==> config.mk <==
export PLATFORM = sky130hd
export DESIGN_NAME = soc_ifc_fw_rst_req_arb_flat
export DESIGN_NICKNAME = d
export VERILOG_FILES = /design/src/rtl/soc_ifc_fw_rst_req_arb_if.sv /design/src/rtl/soc_ifc_fw_rst_req_arb.sv /design/src/flat_wrapper.sv
export SDC_FILE = /design/constraint.sdc
export NUM_CORES = 1
export LEC_CHECK = 0
export ABC_AREA = 1
export BUFFER_PORTS_ARGS = -buffer_cell sky130_fd_sc_hd__buf_2
export CORE_UTILIZATION = 38
export DETAILED_ROUTE_END_ITERATION = 10
export GPL_TIMING_DRIVEN = 0
export SYNTH_ARGS = -nofsm -noshare
export SYNTH_HDL_FRONTEND = slang
export SYNTH_SLANG_ARGS = --single-unit
==> constraint.sdc <==
create_clock -name clk -period 2 [get_ports clk]
set_input_delay 0.4 -clock clk [delete_from_list [all_inputs] [get_ports clk]]
set_output_delay 0.4 -clock clk [all_outputs]
set_load 0.005 [all_outputs]
==> src/rtl/soc_ifc_fw_rst_req_arb_if.sv <==
`default_nettype none
// ---------------------------------------------------------------------------
// soc_ifc_fw_rst_req_arb_if : requester/boot-sequencer bundle for the fw reset arbiter
// Revision 1.0
// ---------------------------------------------------------------------------
interface soc_ifc_fw_rst_req_arb_if #(
  parameter int NUM_REQ = 3,
  parameter int WAIT_W  = 8
);
  logic [NUM_REQ-1:0]        req;
  logic [NUM_REQ*WAIT_W-1:0] req_wait_cycles;
  logic [NUM_REQ-1:0]        grant;
  logic [NUM_REQ-1:0]        done;
  logic [NUM_REQ-1:0]        err;
  logic                      busy;
  logic                      fw_update_rst;
  logic [WAIT_W-1:0]         fw_update_rst_wait_cycles;
  logic                      fw_upd_rst_executed;
  logic                      cptra_uc_rst_b;

  modport master (
    output req, req_wait_cycles, fw_upd_rst_executed, cptra_uc_rst_b,
    input  grant, done, err, busy, fw_update_rst, fw_update_rst_wait_cycles
  );

  modport slave (
    input  req, req_wait_cycles, fw_upd_rst_executed, cptra_uc_rst_b,
    output grant, done, err, busy, fw_update_rst, fw_update_rst_wait_cycles
  );
endinterface
`default_nettype wire

==> src/rtl/soc_ifc_fw_rst_req_arb.sv <==
`default_nettype none
// ---------------------------------------------------------------------------
// soc_ifc_fw_rst_req_arb : round-robin arbiter serialising fw-update reset requests
// Revision 1.0
// ---------------------------------------------------------------------------
module soc_ifc_fw_rst_req_arb #(
  parameter int NUM_REQ        = 3,
  parameter int WAIT_W         = 8,
  parameter int TIMEOUT_CYCLES = 1024
) (
  input wire                      clk,
  input wire                      cptra_rst_b,
  soc_ifc_fw_rst_req_arb_if.slave bus
);

  localparam int PTR_W = (NUM_REQ > 2) ? $clog2(NUM_REQ) : 1;
  localparam int TMO_W = $clog2(TIMEOUT_CYCLES + 1);

  localparam logic [2:0] IDLE         = 3'd0;
  localparam logic [2:0] ISSUE        = 3'd1;
  localparam logic [2:0] WAIT_ASSERT  = 3'd2;
  localparam logic [2:0] WAIT_RELEASE = 3'd3;
  localparam logic [2:0] DONE         = 3'd4;

  logic [2:0]         state_q, state_d;
  logic [NUM_REQ-1:0] grant_q, grant_d;
  logic [NUM_REQ-1:0] done_q, done_d;
  logic [NUM_REQ-1:0] err_q, err_d;
  logic               busy_q, busy_d;
  logic               fw_update_rst_q, fw_update_rst_d;
  logic [WAIT_W-1:0]  wait_cycles_q, wait_cycles_d;
  logic [PTR_W-1:0]   rr_ptr_q, rr_ptr_d;
  logic [PTR_W-1:0]   win_q, win_d;
  logic [TMO_W-1:0]   tmo_cnt_q, tmo_cnt_d;

  logic [NUM_REQ-1:0] w_arb_req;
  logic [NUM_REQ-1:0] w_arb_oh;
  logic               w_arb_valid;
  int                 w_arb_idx;
  logic               w_exit;
  logic               w_in_service;
  logic               w_tmo_hit;
  logic [TMO_W-1:0]   w_tmo_inc;
  logic [PTR_W-1:0]   w_next_ptr;

  // A requester that just timed out is masked for one cycle so its stale level cannot re-win.
  assign w_arb_req   = bus.req & ~err_q;
  assign w_arb_valid = (|w_arb_req) && bus.cptra_uc_rst_b;

  always_comb begin
    w_arb_idx = 0;
    for (int k = NUM_REQ - 1; k >= 0; k--) begin
      if (w_arb_req[(int'(rr_ptr_q) + k) % NUM_REQ]) begin
        w_arb_idx = (int'(rr_ptr_q) + k) % NUM_REQ;
      end
    end
    for (int i = 0; i < NUM_REQ; i++) begin
      w_arb_oh[i] = (w_arb_idx == i);
    end
  end

  always_comb begin
    w_exit       = 1'b0;
    w_in_service = 1'b0;
    case (state_q)
      ISSUE:        begin w_exit = bus.fw_upd_rst_executed; w_in_service = 1'b1; end
      WAIT_ASSERT:  begin w_exit = !bus.cptra_uc_rst_b;     w_in_service = 1'b1; end
      WAIT_RELEASE: begin w_exit = bus.cptra_uc_rst_b;      w_in_service = 1'b1; end
      default:      begin w_exit = 1'b0;                    w_in_service = 1'b0; end
    endcase
  end

  assign w_tmo_hit  = (tmo_cnt_q == TMO_W'(TIMEOUT_CYCLES - 1));
  assign w_tmo_inc  = (tmo_cnt_q == TMO_W'(TIMEOUT_CYCLES)) ? tmo_cnt_q : tmo_cnt_q + TMO_W'(1);
  assign w_next_ptr = (win_q == PTR_W'(NUM_REQ - 1)) ? '0 : win_q + PTR_W'(1);

  always_comb begin
    state_d         = state_q;
    grant_d         = grant_q;
    done_d          = '0;
    err_d           = '0;
    fw_update_rst_d = fw_update_rst_q;
    wait_cycles_d   = wait_cycles_q;
    rr_ptr_d        = rr_ptr_q;
    win_d           = win_q;
    tmo_cnt_d       = tmo_cnt_q;

    case (state_q)
      IDLE: begin
        if (w_arb_valid) begin
          state_d         = ISSUE;
          grant_d         = w_arb_oh;
          fw_update_rst_d = 1'b1;
          wait_cycles_d   = bus.req_wait_cycles[w_arb_idx*WAIT_W +: WAIT_W];
          win_d           = PTR_W'(w_arb_idx);
          tmo_cnt_d       = '0;
        end
      end
      ISSUE: begin
        if (w_exit) begin
          state_d         = WAIT_ASSERT;
          fw_update_rst_d = 1'b0;
        end
      end
      WAIT_ASSERT: begin
        if (w_exit) state_d = WAIT_RELEASE;
      end
      WAIT_RELEASE: begin
        if (w_exit) begin
          state_d  = DONE;
          done_d   = grant_q;
          grant_d  = '0;
          rr_ptr_d = w_next_ptr;
        end
      end
      DONE:    state_d = IDLE;
      default: state_d = IDLE;
    endcase

    // Timeout only fires when the current state's exit is not also satisfied.
    if (w_in_service) begin
      tmo_cnt_d = w_tmo_inc;
      if (!w_exit && w_tmo_hit) begin
        state_d         = IDLE;
        err_d           = grant_q;
        grant_d         = '0;
        fw_update_rst_d = 1'b0;
        rr_ptr_d        = w_next_ptr;
      end
    end
  end

  assign busy_d = (state_d != IDLE);

  always_ff @(posedge clk or negedge cptra_rst_b) begin
    if (!cptra_rst_b) begin
      state_q         <= IDLE;
      grant_q         <= '0;
      done_q          <= '0;
      err_q           <= '0;
      busy_q          <= 1'b0;
      fw_update_rst_q <= 1'b0;
      wait_cycles_q   <= '0;
      rr_ptr_q        <= '0;
      win_q           <= '0;
      tmo_cnt_q       <= '0;
    end else begin
      state_q         <= state_d;
      grant_q         <= grant_d;
      done_q          <= done_d;
      err_q           <= err_d;
      busy_q          <= busy_d;
      fw_update_rst_q <= fw_update_rst_d;
      wait_cycles_q   <= wait_cycles_d;
      rr_ptr_q        <= rr_ptr_d;
      win_q           <= win_d;
      tmo_cnt_q       <= tmo_cnt_d;
    end
  end

  assign bus.grant                     = grant_q;
  assign bus.done                      = done_q;
  assign bus.err                       = err_q;
  assign bus.busy                      = busy_q;
  assign bus.fw_update_rst             = fw_update_rst_q;
  assign bus.fw_update_rst_wait_cycles = wait_cycles_q;

endmodule
`default_nettype wire

==> src/flat_wrapper.sv <==
// flat-port wrapper written by rule: the top's interface ports become plain ports
module soc_ifc_fw_rst_req_arb_flat 
#(
  parameter int NUM_REQ        = 3,
  parameter int WAIT_W         = 8,
  parameter int TIMEOUT_CYCLES = 1024
)
  (clk, cptra_rst_b, bus_req, bus_req_wait_cycles, bus_fw_upd_rst_executed, bus_cptra_uc_rst_b, bus_grant, bus_done, bus_err, bus_busy, bus_fw_update_rst, bus_fw_update_rst_wait_cycles);
  soc_ifc_fw_rst_req_arb_if #(.NUM_REQ(NUM_REQ), .WAIT_W(WAIT_W)) bus_i ();
  input wire clk;
  input wire cptra_rst_b;
  input wire logic [$bits(bus_i.req)-1:0] bus_req;
  input wire logic [$bits(bus_i.req_wait_cycles)-1:0] bus_req_wait_cycles;
  input wire logic [$bits(bus_i.fw_upd_rst_executed)-1:0] bus_fw_upd_rst_executed;
  input wire logic [$bits(bus_i.cptra_uc_rst_b)-1:0] bus_cptra_uc_rst_b;
  output wire logic [$bits(bus_i.grant)-1:0] bus_grant;
  output wire logic [$bits(bus_i.done)-1:0] bus_done;
  output wire logic [$bits(bus_i.err)-1:0] bus_err;
  output wire logic [$bits(bus_i.busy)-1:0] bus_busy;
  output wire logic [$bits(bus_i.fw_update_rst)-1:0] bus_fw_update_rst;
  output wire logic [$bits(bus_i.fw_update_rst_wait_cycles)-1:0] bus_fw_update_rst_wait_cycles;
  assign bus_i.req = bus_req;
  assign bus_i.req_wait_cycles = bus_req_wait_cycles;
  assign bus_i.fw_upd_rst_executed = bus_fw_upd_rst_executed;
  assign bus_i.cptra_uc_rst_b = bus_cptra_uc_rst_b;
  assign bus_grant = bus_i.grant;
  assign bus_done = bus_i.done;
  assign bus_err = bus_i.err;
  assign bus_busy = bus_i.busy;
  assign bus_fw_update_rst = bus_i.fw_update_rst;
  assign bus_fw_update_rst_wait_cycles = bus_i.fw_update_rst_wait_cycles;
  soc_ifc_fw_rst_req_arb #(.NUM_REQ(NUM_REQ), .WAIT_W(WAIT_W), .TIMEOUT_CYCLES(TIMEOUT_CYCLES)) u_core (.clk(clk), .cptra_rst_b(cptra_rst_b), .bus(bus_i));
endmodule
==> run summary <==
The flow ran to the end, but the final reports show violations. The checks that failed: setup timing. In this run switching power makes up 48.92% of total power. The logs give 373 for the total nets after synthesis and -0.03235 ns for the setup slack of the critical path after layout. The maximum number of pins on one net before global-route repair is 38, and the buffer depth of the longest clock path is 2.

The worst setup path is of the reg2reg kind. Data on the critical path arrives at its endpoint at 2.24 ns. Of all nets on the critical path, the largest fanout is 5. The H-tree was split into 2 levels. The slowest stage of the critical path belongs to the cell dfrtp_2.

The final count of pins violating max slew came out at 0. Timing would allow up to 0.4920 GHz. After synthesis the netlist holds a flip-flop and latch count of 37. The tools report the final instance area as 3462 um^2. The count of nets left with antenna violations once routing finished came out at 0. Share of cells above drive strength 1: 39.47%. Summed over all layers, the routed wires come to 6228 um.

The peak supply drop is 0.9698 mV, and the measured slew at the worst slew-check pin is 0.8222 ns. The data required time at the worst endpoint was 2.21 ns. The register area share after synthesis came out at 37.19%. Headroom to the max-slew limit came out at 45.19%.

For this design, the CTS-stage hold fixing added 0 buffers. Among all flip-flop cells after synthesis, the most frequent one is dfrtp_1. Across all layers, the routed design uses 2,379 vias. The buffer type at the clock tree root is clkbuf_8. The final net count was 459. The top-area cell type share of the netlist area was 37.19%. TritonCTS built the clock tree.

Count of inserted antenna diode cells: 0. The dominant cell type by count on the critical path is ha_4. The sequential share of power is 20.2%, and the via count of the first global-routing pass is 2,262. In the synthesized netlist, the number of instances is 331. The number of clock buffers added by TritonCTS is 5. The violation count after the first detailed-routing iteration was 107. The average cell area after synthesis was 7.522 um^2. Traced cell by cell, the critical path runs through buf_6 > ha_4 > inv_2 > ha_4 > inv_2 > ha_4 > o21ai_2 > nand3_1 > nand2_1 > inv_1 > nand2_1 > nand2_2 > nor2_4 > nand3b_4 > a21oi_2. The synthesized design spends more area on one cell type than any other, namely dfrtp_1. For the number of DRC violations after detailed routing, the log shows 0. The most common cell in the synthesized netlist was nand2_1. The post-layout utilization of the core was 54.52%. Once placement finished, the instance area stood at 2844 um^2. The number of enable flip-flop cells after synthesis came out at 0. The worst hold path belongs to the class in2async. Die span in y: 82.95 um.

The tools report the portion of total power attributed to combinational logic as 71.4%. The tools report the number of warnings issued by yosys as 0. Clock-pin slew was measured on the worst setup and hold paths at 0.08 ns. Setup repair after global routing could not meet its margin everywhere.

For this run, the total global-route usage over all layers was measured as 18.35%. Summed over all cells, the static leakage comes to 1.762 nW. The floorplan step set the die width to 82.95 um. Final clock period utilization by the worst path: 101.6%.

The synthesized netlist contains 34 unique library cells. Summed over all layers, the global routing overflow is 0. Excluding fillers, the count of instances in the completed layout stands at 495.

The synthesized area is 2490 um^2. Dividing the detail-routed via count by the number of cells gives 4.806. The weighted congestion reported at the end of routability-driven placement is 0.8706.

The number of primary I/O pins was 50. Counting flops with an async set or reset pin after synthesis yields a share of 100.0%. The analysis attributes to net switching a power of 2.942 mW. The tools report the latest clock arrival within the worst-skew pair as 0.29 ns. By count the netlist is led by nand2_1 (87), inv_1 (45), dfrtp_1 (37). The logs give 4 for the total setup violations reported at the end of the flow and 3.071 mW for the total internal power.

Max-cap violations in this run came to 0. The per-cell routed wire length works out to 12.58 um. For the worst clock skew, the log shows 0.007822 ns. Delay of the slowest critical-path stage: 0.47 ns. The tools report the critical path startpoint category as a flop.

Row generation in the floorplan step produced 29 rows. The worst setup path is captured at a flop. The share of total power dissipated in the clock network is 8.4%. The initial antenna violation count was 0.

The layout has 576 filler cells. The effective utilization at floorplan is 39.21%, and the sum of net half-perimeters after detailed placement is 4225 um. The post-synthesis to final-layout area growth was 39.05%. The floorplan step defined a die boundary enclosing 6880 um^2.

The first detailed-routing pass took 4 iterations. In the post-synthesis netlist, the biggest area contributors are dfrtp_1 (37%), nand2_1 (13%), nand3_1 (6.8%). The first global-routing pass estimated 10,450 um of wire. Once placement completed, the tool counted placed cells totaling 457. The count of input and output buffers was 49; the post-layout minimum cycle time was 2.032 ns. The number of sinks on the clock net was 37.

In this run the power density over the cells is 1737 nW/um^2. The core region is 6350 um^2. The run gives 0 as the final number of hold-violating endpoints.
[layer usage]
metal / GRT usage [%] / vias up / wire length [um]
met5: 0 / - / 0
met4: 3.762 / 0 / 40
met3: 2.982 / 5 / 223
met2: 30.70 / 47 / 3027
met1: 25.10 / 1096 / 2936
li1: - / 1231 / -
[worst paths after layout]
check,startpoint,endpoint,slack (ns),cells past startpoint
worst max-delay path,u_core.rr_ptr_q[1]$_DFF_PN0_,u_core.bus.grant[0]$_DFF_PN0_,-0.03,15
worst min-delay path,cptra_rst_b,u_core.tmo_cnt_q[1]$_DFFE_PN0P_,0.19,1
worst max register to register,u_core.rr_ptr_q[1]$_DFF_PN0_,u_core.bus.grant[0]$_DFF_PN0_,-0.03,15
worst min register to register,u_core.bus.fw_update_rst_wait_cycles[5]$_DFFE_PN0P_,u_core.bus.fw_update_rst_wait_cycles[5]$_DFFE_PN0P_,0.48,2
max in group asynchronous,cptra_rst_b,u_core.rr_ptr_q[1]$_DFF_PN0_,1.22,1
min in group clk,bus_req_wait_cycles[21],u_core.bus.fw_update_rst_wait_cycles[5]$_DFFE_PN0P_,0.42,5
[state kept, by name, summed over array words and instances, names as in the netlist]
signal / count
u_core.bus.fw_update_rst_wait_cycles: 8
u_core.tmo_cnt_q: 11
u_core.bus.err: 3
u_core.bus.grant: 3
u_core.bus.busy: 1
u_core.bus.done: 3
u_core.win_q: 2
u_core.rr_ptr_q: 2
u_core.state_q: 3
u_core.bus.fw_update_rst: 1
[worst max-delay path, delay by kind of cell, from the launching register on]
| family | cells | cell delay (ns) |
|---|---|---|
| adder cells (fa/ha/maj) | 3 | 0.50 |
| AO/OA/AOI/OAI | 2 | 0.18 |
| buffers and inverters | 4 | 0.28 |
| AND/OR/NAND/NOR | 6 | 0.54 |
| flip-flops | 1 | 0.47 |
[cell families (layout without fill, tap and decap cells)]
group / count (synthesis) / count (layout) / synth area share [%]
AOI/OAI and AO/OA: 35 / 35 / 7.890
and+or+nand+nor: 189 / 191 / 38.95
adders and majority gates: 11 / 11 / 5.528
xor gates and xnor gates: 3 / 3 / 1.055
buffers and inverters: 56 / 141 / 9.396
DFF: 37 / 37 / 37.19
[timing repair]
| item | in CTS | in global routing |
|---|---|---|
| gates cloned | 3 | 0 |
| gates resized for setup | 49 | 14 |
| pin swaps | 18 | 15 |
| buffers inserted | 16 | 12 |
| endpoints found under the setup margin | 11 | 17 |
[cell type report]
class / instances / area (um^2) / share of cell area [%]
Buffer: 4 / 36.28 / 1.048
Clock buffer: 5 / 68.82 / 1.988
Clock inverter: 3 / 17.52 / 0.5060
Inverter: 51 / 206.4 / 5.963
Multi-Input combinational cell: 240 / 1614 / 46.62
Sequential cell: 37 / 928.4 / 26.82
Tap cell: 77 / 96.34 / 2.783
Timing Repair Buffer: 78 / 494.2 / 14.28
[through the flow]
stage	hold slack (ns)	setup WS (ns)	TNS, ns	power [mW]
3_3_place_gp	0.4586	-0.2332	-1.499	4.254
2_1_floorplan	0.1044	0.01340	0	3.587
6_report	0.1929	-0.03235	-0.08524	6.013
4_1_cts	0.2296	-0.03647	-0.1068	5.785
3_5_place_dp	0.4652	-0.2541	-1.746	4.281
5_1_grt	0.2662	-0.1636	-1.485	6.557
[cells in the final DEF, fill, tap and decap left out, types with 3 or more instances in the layout]
cell | netlist | routed
a21oi_1 | 14 | 13
buf_2 | 1 | 50
buf_4 | 1 | 26
buf_6 | 1 | 3
clkbuf_8 | 0 | 5
dfrtp_1 | 37 | 35
ha_4 | 0 | 9
inv_1 | 45 | 38
inv_2 | 6 | 9
nand2_1 | 87 | 84
nand2_2 | 13 | 15
nand2_4 | 1 | 3
nand3_1 | 34 | 26
nand3_2 | 5 | 8
nand3_4 | 0 | 5
nand3b_1 | 8 | 8
nand4_1 | 4 | 4
nor2_1 | 21 | 21
nor2_4 | 1 | 3
nor3_2 | 3 | 4
o21ai_0 | 7 | 6
o21ai_1 | 6 | 4
xor2_1 | 3 | 3
[power groups by stage]
stage	Clock, mW	Sequential [mW]	Combinational, mW
after floorplan	0	1.17	2.41
after global placement	0	1.19	3.06
after detailed placement	0	1.20	3.08
after CTS	0.527	1.21	4.05
after global routing	0.553	1.25	4.76
final	0.506	1.22	4.29
Note: power is estimated with default switching activity, not from simulation.
